<file path="src/rtl/perf_measure_ctrl.sv">
// Sequencer that gates an external cycle counter between start/stop triggers.
// Host commands in, counter en/clr out, captured result/wraps/state out.
module perf_measure_ctrl #(
  parameter int NBITS = 32,
  parameter int NTRIG = 4,
  parameter int SELW  = 2
) (
  input  logic             clk,
  input  logic             reset,
  input  logic             cmd_valid,
  output logic             cmd_ready,
  input  logic [1:0]       cmd_op,
  input  logic [SELW-1:0]  cmd_start_sel,
  input  logic [SELW-1:0]  cmd_stop_sel,
  input  logic [NTRIG-1:0] trig,
  input  logic [NBITS-1:0] count_in,
  output logic             cnt_en,
  output logic             cnt_clr,
  output logic [NBITS-1:0] result,
  output logic [7:0]       wraps,
  output logic [2:0]       state_o,
  output logic             done,
  output logic             cmd_err
);

  localparam logic [2:0] S_IDLE = 3'd0;
  localparam logic [2:0] S_ARMD = 3'd1;
  localparam logic [2:0] S_RUN  = 3'd2;
  localparam logic [2:0] S_CAPT = 3'd3;
  localparam logic [2:0] S_DONE = 3'd4;

  localparam logic [1:0] OP_ARM = 2'd1;
  localparam logic [1:0] OP_ABT = 2'd2;
  localparam logic [1:0] OP_CLR = 2'd3;

  logic [2:0]      state;
  logic [2:0]      state_nx;
  logic [SELW-1:0] start_sel;
  logic [SELW-1:0] stop_sel;
  logic [7:0]      acc;

  logic accept;
  logic quiet;
  logic busy;
  logic arm_ok;
  logic arm_bad;
  logic clr_ok;
  logic clr_bad;
  logic abort;
  logic start_hit;
  logic stop_hit;

  assign accept  = cmd_valid && cmd_ready;
  assign quiet   = (state == S_IDLE) || (state == S_DONE);
  assign busy    = (state == S_ARMD) || (state == S_RUN);
  assign arm_ok  = accept && (cmd_op == OP_ARM) && quiet;
  assign arm_bad = accept && (cmd_op == OP_ARM) && busy;
  assign clr_ok  = accept && (cmd_op == OP_CLR) && quiet;
  assign clr_bad = accept && (cmd_op == OP_CLR) && busy;
  assign abort   = accept && (cmd_op == OP_ABT);

  assign start_hit = trig[start_sel];
  assign stop_hit  = trig[stop_sel];

  // Counter is cleared with the controller and again on every legal ARM,
  // so it reads zero in ARMED and counts only RUNNING cycles.
  assign cnt_clr = reset || arm_ok;
  assign state_o = state;

  always_ff @(posedge clk) begin
    if (reset) state <= S_IDLE;
    else       state <= state_nx;
  end

  always_comb begin
    state_nx = state;
    unique case (state)
      S_IDLE, S_DONE: begin
        if (arm_ok)               state_nx = S_ARMD;
        else if (clr_ok || abort) state_nx = S_IDLE;
      end
      S_ARMD: begin
        // Abort has priority over a coincident trigger.
        if (abort)          state_nx = S_IDLE;
        else if (start_hit) state_nx = S_RUN;
      end
      S_RUN: begin
        if (abort)         state_nx = S_IDLE;
        else if (stop_hit) state_nx = S_CAPT;
      end
      S_CAPT:  state_nx = S_DONE;
      default: state_nx = S_IDLE;
    endcase
  end

  always_comb begin
    cmd_ready = (state != S_CAPT);
    cnt_en    = (state == S_RUN);
    done      = (state == S_DONE);
  end

  always_ff @(posedge clk) begin
    if (reset) begin
      start_sel <= '0;
      stop_sel  <= '0;
      acc       <= '0;
      result    <= '0;
      wraps     <= '0;
      cmd_err   <= 1'b0;
    end else begin
      cmd_err <= arm_bad || clr_bad;
      if (arm_ok) begin
        start_sel <= cmd_start_sel;
        stop_sel  <= cmd_stop_sel;
        acc       <= '0;
      end
      // All-ones now means the counter wraps on this edge.
      if (state == S_RUN && (&count_in) && acc != 8'hff)
        acc <= acc + 8'd1;
      if (state == S_CAPT) begin
        result <= count_in;
        wraps  <= acc;
      end
      if (clr_ok) begin
        result <= '0;
        wraps  <= '0;
      end
    end
  end

endmodule

</file>
<file path="config.mk">
export PLATFORM = sky130hd
export DESIGN_NAME = perf_measure_ctrl
export DESIGN_NICKNAME = d
export VERILOG_FILES = /design/src/rtl/perf_measure_ctrl.sv
export SDC_FILE = /design/constraint.sdc
export NUM_CORES = 1
export LEC_CHECK = 0
export ABC_AREA = 1
export CORE_AREA = 2 2 84 86
export CTS_CLUSTER_DIAMETER = 60
export DETAILED_ROUTE_END_ITERATION = 7
export DIE_AREA = 0 0 86 88
export GPL_ROUTABILITY_DRIVEN = 0
export PLACE_DENSITY_LB_ADDON = 0.15
export SLEW_MARGIN = 40
export SYNTH_ARGS = -nofsm -noshare
export SYNTH_HDL_FRONTEND = slang
export SYNTH_SLANG_ARGS = --single-unit
</file>
<file path="constraint.sdc">
create_clock -name clk -period 1.7 [get_ports clk]
set_input_delay 0.51 -clock clk [delete_from_list [all_inputs] [get_ports clk]]
set_output_delay 0.51 -clock clk [all_outputs]
set_load 0.01 [all_outputs]
</file>
==> results of run 1 <==
==> metal layers <==
metal | part of all wire [%] | vias up | track usage (%)
li1 | - | 1450 | -
met1 | 45 | 1315 | 22.66
met2 | 48 | 78 | 31.57
met3 | 5.6 | 7 | 4.147
met4 | 1.2 | 0 | 5.195
met5 | 0 | - | 0
==> state kept, by name (all words and copies together), names as in the netlist <==
name / cells
result: 32
acc: 8
wraps: 8
state_o: 3
start_sel: 2
stop_sel: 2
cmd_err: 1
==> critical path: stages (launching register included) <==
cell	delay, ps
dfxtp_4	410
buf_8	180
dlygate4sd2_1	280
==> where the power goes <==
group          total [uW]  internal (uW)  switching (uW)
sequential           1350           1330            20.7
clock                 742            326             416
combinational         527            258             268
total                2620           1920             705
==> through the flow <==
stage / util (%) / cells / TNS, ps
floorplan: - / 352 / 0
global placement: 56.53 / 536 / -7612
detailed placement: 56.53 / 536 / -9136
CTS: 58.47 / 550 / -236.6
global route: 62.02 / 553 / -233.6
finish: 62.02 / 553 / 0
==> kinds of logic after synthesis <==
logic type,Yosys count,synth area share [%]
simple gates,184,34.76
xor+xnor,1,0.3409
flops,56,43.62
compound gates,65,13.00
fa+ha+maj,1,0.4868
buf+inv,45,7.789
==> final cells by class <==
cell class / instances / area (sq um) / share of cell area, %
sequential: 56 / 1130 / 27.42
clock inverter: 1 / 8.758 / 0.2126
inverter: 20 / 80.08 / 1.944
multi-input combinational: 252 / 1383 / 33.56
tap: 80 / 100.1 / 2.429
clock buffer: 6 / 82.58 / 2.004
timing repair buffer: 138 / 1336 / 32.43
==> layout by cell type (no fill, tap or decap), types with 7 or more instances in the layout <==
cell type        synthesis  routed
a21oi_1                 55      50
buf_4                    6      44
clkdlybuf4s50_1          0      12
dfxtp_1                 56      53
dlygate4sd2_1            0      33
dlymetal6s2s_1           0      41
inv_1                   17      13
nand2_1                 86      82
nand3_1                 24      18
nand3_2                  1       7
nand4_1                 45      45
nor2_1                  16      11
o21ai_0                  7       7
==> path summary, 6_finish.rpt <==
kind / to / slack (ps)
worst max register to register: acc[4] / 100
worst min register to register: result[1] / 460
worst min-delay path: result[1] / 460
worst max-delay path: state_o[0] / 10
==> timing repair <==
item,in CTS,in global routing
cloned,0,1
setup buffers,7,3
resized for setup,69,74
pin swaps,4,26
endpoints found under the setup margin,46,23
==> summary.md, run 1 <==
| Metric | Value |
|---|---|
| Vias | approximately 2900 |
| Worst-Skew Late Latency | between 300 and 400 ps |
| Drt first pass iters | 4 |
| Post-DP HPWL | between 5000 and 6000 microns |
| Leakage | 0.002072 uW |
| Starting density of the core | 38.68% |
| Maximum vdd drop | between 0.3 and 0.4 mV |
| Number of port buffers | 92 |
| Startpoint types | flip-flop |
| Global-route wire length before repair | 11230 microns |
| Post-synthesis cell count | 352 |
| Placed Instance Area | around 3800 sq um |
| Post-synth top area share | a little over two fifths |
| Total track usage | a little under a fifth |
| Worst-path fanout max | 21 |
| Area growth syn-to-layout | 60.32% |
| Element type at the critical path end | primary output |
| Critical path required time | 1190 ps |
| Routed length per instance | roughly 13 microns |
| Syn Nets | between 300 and 400 |
| Die ar. | 7568 sq um |
| Async set or reset register ratio after synthesis | 0% |
| Die height | 88 microns |
| Endpoints failing setup | 0 |
| Launch point of the worst path | state_o[0] |
| ANT cells | 0 |
| Placement Setup Slack | -720.2 ps |
| RSZ-0062 raised after global routing | true |
| Largest net degree at the start of global routing | a little over 40 |
| Hold Crit Start | result[1] |
| #FFs+latches synth | between 50 and 60 |
| Total wire length | 7342 microns |
| HP Class | flip-flop to flip-flop |
| CP Class | flip-flop to primary output |
| Layout fillers | approximately 620 |
| CTS Buf Count | 5 |
| Top cell type by total area after synthesis | dfxtp_1 |
| Final period util | 99.26% |
| Initial antenna violation count | 0 |
| Core box area | roughly 6600 sq um |
| Final Max Slew Viols | 0 |
| Clock transition at path regs | 100 ps |
| Most common cell in the netlist | nand2_1 |
| Layout cell share with drive strength beyond 1 | 21.56% |
| DR iter-0 viols | 85 |
| CP arrival | approximately 1200 ps |
| Worst hold stages | 2 |
| Setup Skew | around 13 ps |
| Commonest cells in the netlist | nand2_1 (86), dfxtp_1 (56), a21oi_1 (55) |
| Minimum clock period | approximately 1700 ps |
| Average cell area after synthesis | 7.301 sq um |
| Max cap viols | 0 |
| Fmax | approximately 0.59 GHz |
| Worst Reg-to-Reg Cells | 7 |
| Area contributors post-synth | dfxtp_1 (44%), nand2_1 (13%), nand4_1 (11%) |
| Vias in the first global route | approximately 2600 |
| Clk root buf | clkbuf_8 |
| Grt total ovfl | 0 |
| Worst hold margin | approximately 460 ps |
| Die W | ~86 microns |
| Worst slew pin tran | 357.1 ps |
| Unique masters post-synth | 26 |
| I/O pin cnt | 93 |
| TritonCTS clock tree | done |
| Setup ws final | roughly 13 ps |
| Clock tree buffer depth | 2 |
| CTS sink count | 56 |
| PwrDens | 636.7 nW/um^2 |
| Primary FF master, synth | dfxtp_1 |
| Final Hold Fails | 0 |
| EDFF count, synth | 0 |
| Status | completed |
| Vias per Instance | between 5 and 6 |
| Hold_buf cts | 0 |
| DR DRC count | 0 |
| Total power | approximately 2600 uW |
| Design Area, Final | roughly 4100 sq um |
| Nets@finish | slightly above 500 |
| Mapped Area | roughly 2600 sq um |
| Row cnt | 30 |
| Remaining antenna violation count after routing | 0 |
| H-tree depth | 2 |
| Worst r2r src | acc[0] |
| Register area share after synthesis | 43.62% |
| Slew Limit Headroom | between 70% and 80% |
| Warnings, synthesis | 0 |
No activity file was read; power rests on OpenSTA's default activity.
==> run 2: changes to the inputs <==
--- a/config.mk
+++ b/config.mk
@@ -6,10 +6,11 @@
 export NUM_CORES = 1
 export LEC_CHECK = 0
 export ABC_AREA = 1
-export CORE_AREA = 2 2 84 86
+export CAP_MARGIN = 20
+export CORE_AREA = 2 2 79 81
 export CTS_CLUSTER_DIAMETER = 60
 export DETAILED_ROUTE_END_ITERATION = 7
-export DIE_AREA = 0 0 86 88
+export DIE_AREA = 0 0 81 83
 export GPL_ROUTABILITY_DRIVEN = 0
 export PLACE_DENSITY_LB_ADDON = 0.15
 export SLEW_MARGIN = 40
==> run 2 against run 1 <==
  * The flow now finishes with violations (setup timing)
  * Count of clock-buffer cells in the layout is 1 lower
  * Largest cell class unchanged
  * Critical path depth is 4 higher
  * Sequential cell count stayed put
  * Setup slack worse by 20 ps
  * Critical path type is now input pin to primary output
  * Combinational power is 2% lower
==> summary.md, run 2 (synthesized netlist as in run 1, its figures left out) <==
| Metric | Value |
|---|---|
| CTS Buf Count | 5 (unchanged) |
| Critical path required time | 1190 ps (about the same) |
| Clock tree buffer depth | 2 (unchanged) |
| Total wire length | 7744 microns (was 7342 microns) |
| Final Max Slew Viols | 0 (unchanged) |
| Element type at the critical path end | primary output (unchanged) |
| DR DRC count | 0 (unchanged) |
| Layout fillers | 532 (was 619) |
| TritonCTS clock tree | done (unchanged) |
| I/O pin cnt | 93 (unchanged) |
| Worst hold margin | 461.4 ps (was 461.0 ps) |
| Leakage | 0.002008 uW (was 0.002072 uW) |
| Die height | 83 microns (was 88 microns) |
| Startpoint types | input pin (was flip-flop) |
| CP Class | input pin to primary output (was flip-flop to primary output) |
| Hold_buf cts | 0 (unchanged) |
| ANT cells | 0 (unchanged) |
| Worst slew pin tran | 406.0 ps (was 357.1 ps) |
| Largest net degree at the start of global routing | 41 (unchanged) |
| Worst reg2reg path endpoint | state_o[1] (was acc[4]) |
| Most frequent cells in the layout | nand2_1 (85), dfxtp_1 (53), a21oi_1 (49) (was nand2_1 (82), dfxtp_1 (53), a21oi_1 (50)) |
| RSZ-0062 raised after global routing | true (unchanged) |
| Total track usage | 21.92% (was 18.20%) |
| H-tree depth | 2 (unchanged) |
| R2R setup slack | 150 ps (was 100 ps) |
| HP Class | flip-flop to flip-flop (unchanged) |
| Worst Reg-to-Reg Cells | 8 (was 7) |
| Minimum clock period | 1707 ps (was 1687 ps) |
| Nets@finish | 520 (was 519) |
| Commonest non-fill, non-tap cell in the layout | nand2_1 (unchanged) |
| CP arrival | 1200 ps (was 1180 ps) |
| Grt total ovfl | 0 (unchanged) |
| Fmax | 0.5858 GHz (was 0.5926 GHz) |
| Slew Limit Headroom | 72.94% (was 76.19%) |
| Setup ws final | -7.142 ps (was 12.62 ps) |
| Hold endpoint | result[0] (was result[1]) |
| Endpoints failing setup | 1 (was 0) |
| Clk root buf | clkbuf_8 (unchanged) |
| Hold Crit Start | result[0] (was result[1]) |
| Setup Skew | 10.16 ps (was 12.63 ps) |
| Vias in the first global route | 2604 (was 2559) |
| Max reg flops | 32 (unchanged) |
| Final period util | 100.4% (was 99.26%) |
| Worst-path fanout max | 2 (was 21) |
| Number of port buffers | 92 (unchanged) |
| Remaining antenna violation count after routing | 0 (unchanged) |
| Core box area | 5816 sq um (was 6644 sq um) |
| Largest registers | result x32, acc x8, wraps x8 (unchanged) |
| Maximum vdd drop | 0.4302 mV (was 0.3405 mV) |
| Global-route wire length before repair | 11960 microns (was 11230 microns) |
| PwrDens | 662.5 nW/um^2 (was 636.7 nW/um^2) |
| Post-DP HPWL | 5165 microns (was 5043 microns) |
| Row cnt | 28 (was 30) |
| Worst hold stages | 2 (unchanged) |
| Biggest register | result (unchanged) |
| Die W | 81 microns (was 86 microns) |
| Max cap viols | 0 (unchanged) |
| Failing checks | setup timing |
| Routed length per instance | 14.13 microns (was 13.28 microns) |
| Final Hold Fails | 0 (unchanged) |
| Starting density of the core | 44.19% (was 38.68%) |
| Clock transition at path regs | 90 ps (was 100 ps) |
| Layout cell share with drive strength beyond 1 | 20.51% (was 21.56%) |
| Worst r2r src | state_o[0] (was acc[0]) |
| Vias per Instance | 5.276 (was 5.154) |
| TNS Setup | -7.142 ps (was 0 ps) |
| Worst-Skew Late Latency | 310 ps (about the same) |
| CTS sink count | 56 (unchanged) |
| DR iter-0 viols | 168 (was 85) |
| Die ar. | 6723 sq um (was 7568 sq um) |
| Status | complete, but fails checks (was completed) |
| Drt first pass iters | 4 (unchanged) |
| Total power | 2704 uW (was 2623 uW) |
| Vias | 2891 (was 2850) |
| Area growth syn-to-layout | 58.81% (was 60.32%) |
| Initial antenna violation count | 0 (unchanged) |
-- run 2: cell types whose count changed in the layout (fill, tap and decap cells not counted), moves of 2 or more --
cell | before | now
nor2_1 | 11 | 14
nor2_2 | 2 | 0
dlymetal6s2s_1 | 41 | 33
clkdlybuf4s50_1 | 12 | 20
buf_6 | 3 | 0
nand2_4 | 3 | 1
nand3_1 | 18 | 16
nand2_1 | 82 | 85
nand3_2 | 7 | 9
-- run 2: worst max-delay path by stage --
stage,start,end,depth (start not counted)
6_report,cmd_op[0],cnt_clr,6
5_1_grt,count_in[4],acc[7],7
4_1_cts,state_o[1],cnt_clr,6
3_5_place_dp,cmd_op[0],cnt_clr,6
3_3_place_gp,cmd_op[0],cnt_clr,6
2_1_floorplan,state_o[1],cnt_clr,7
-- run 2: timing repair --
| item | in CTS | in global routing |
|---|---|---|
| pin swaps | 4 | 27 |
| endpoints found under the setup margin | 43 | 26 |
| cloned | 0 | 1 |
| buffers inserted | 3 | 4 |
| gates resized for setup | 62 | 59 |
-- run 2: worst max-delay path, cell delays in order --
cell and delay, ps:
clkdlybuf4s15_1 210, inv_2 70, nor3_4 170, nand2_2 70, nand2_1 50, buf_2 120
-- run 2: metal layers --
layer | share of wire, % | up-vias | wire [microns] | track usage, %
met1 | 44 | 1341 | 3381 | 29.03
met4 | 0.81 | 0 | 63 | 5.393
met3 | 6.8 | 5 | 524 | 4.891
li1 | - | 1454 | - | -
met2 | 49 | 91 | 3775 | 35.91
met5 | 0 | - | 0 | 0
-- run 2: per-stage QoR --
step           cell area (sq um)  util, %  instances  setup WS, ps
6_report                    4081    70.18        548        -7.142
5_1_grt                     4081    70.18        548        -85.51
4_1_cts                     3875    66.63        543        -42.10
3_5_place_dp                3772    64.87        534        -693.4
3_3_place_gp                3772    64.87        534        -663.2
2_1_floorplan               2570        -        352         71.06
-- run 2: cell type report --
class                      count  area, sq um  share of cell area (%)
multi-input combinational    252         1366                   33.48
timing repair buffer         139         1315                   32.22
sequential                    56         1130                   27.68
tap                           75        93.84                   2.299
inverter                      20        77.57                   1.901
clock buffer                   5        68.82                   1.686
clock inverter                 1        30.03                  0.7357
-- run 2: power by group --
group          internal [uW]  switching, uW  leakage, uW  total (uW)
sequential              1330           20.0     0.000454        1350
clock                    424            409    0.0000501         833
combinational            247            270      0.00150         517
total                   2010            699      0.00201        2700
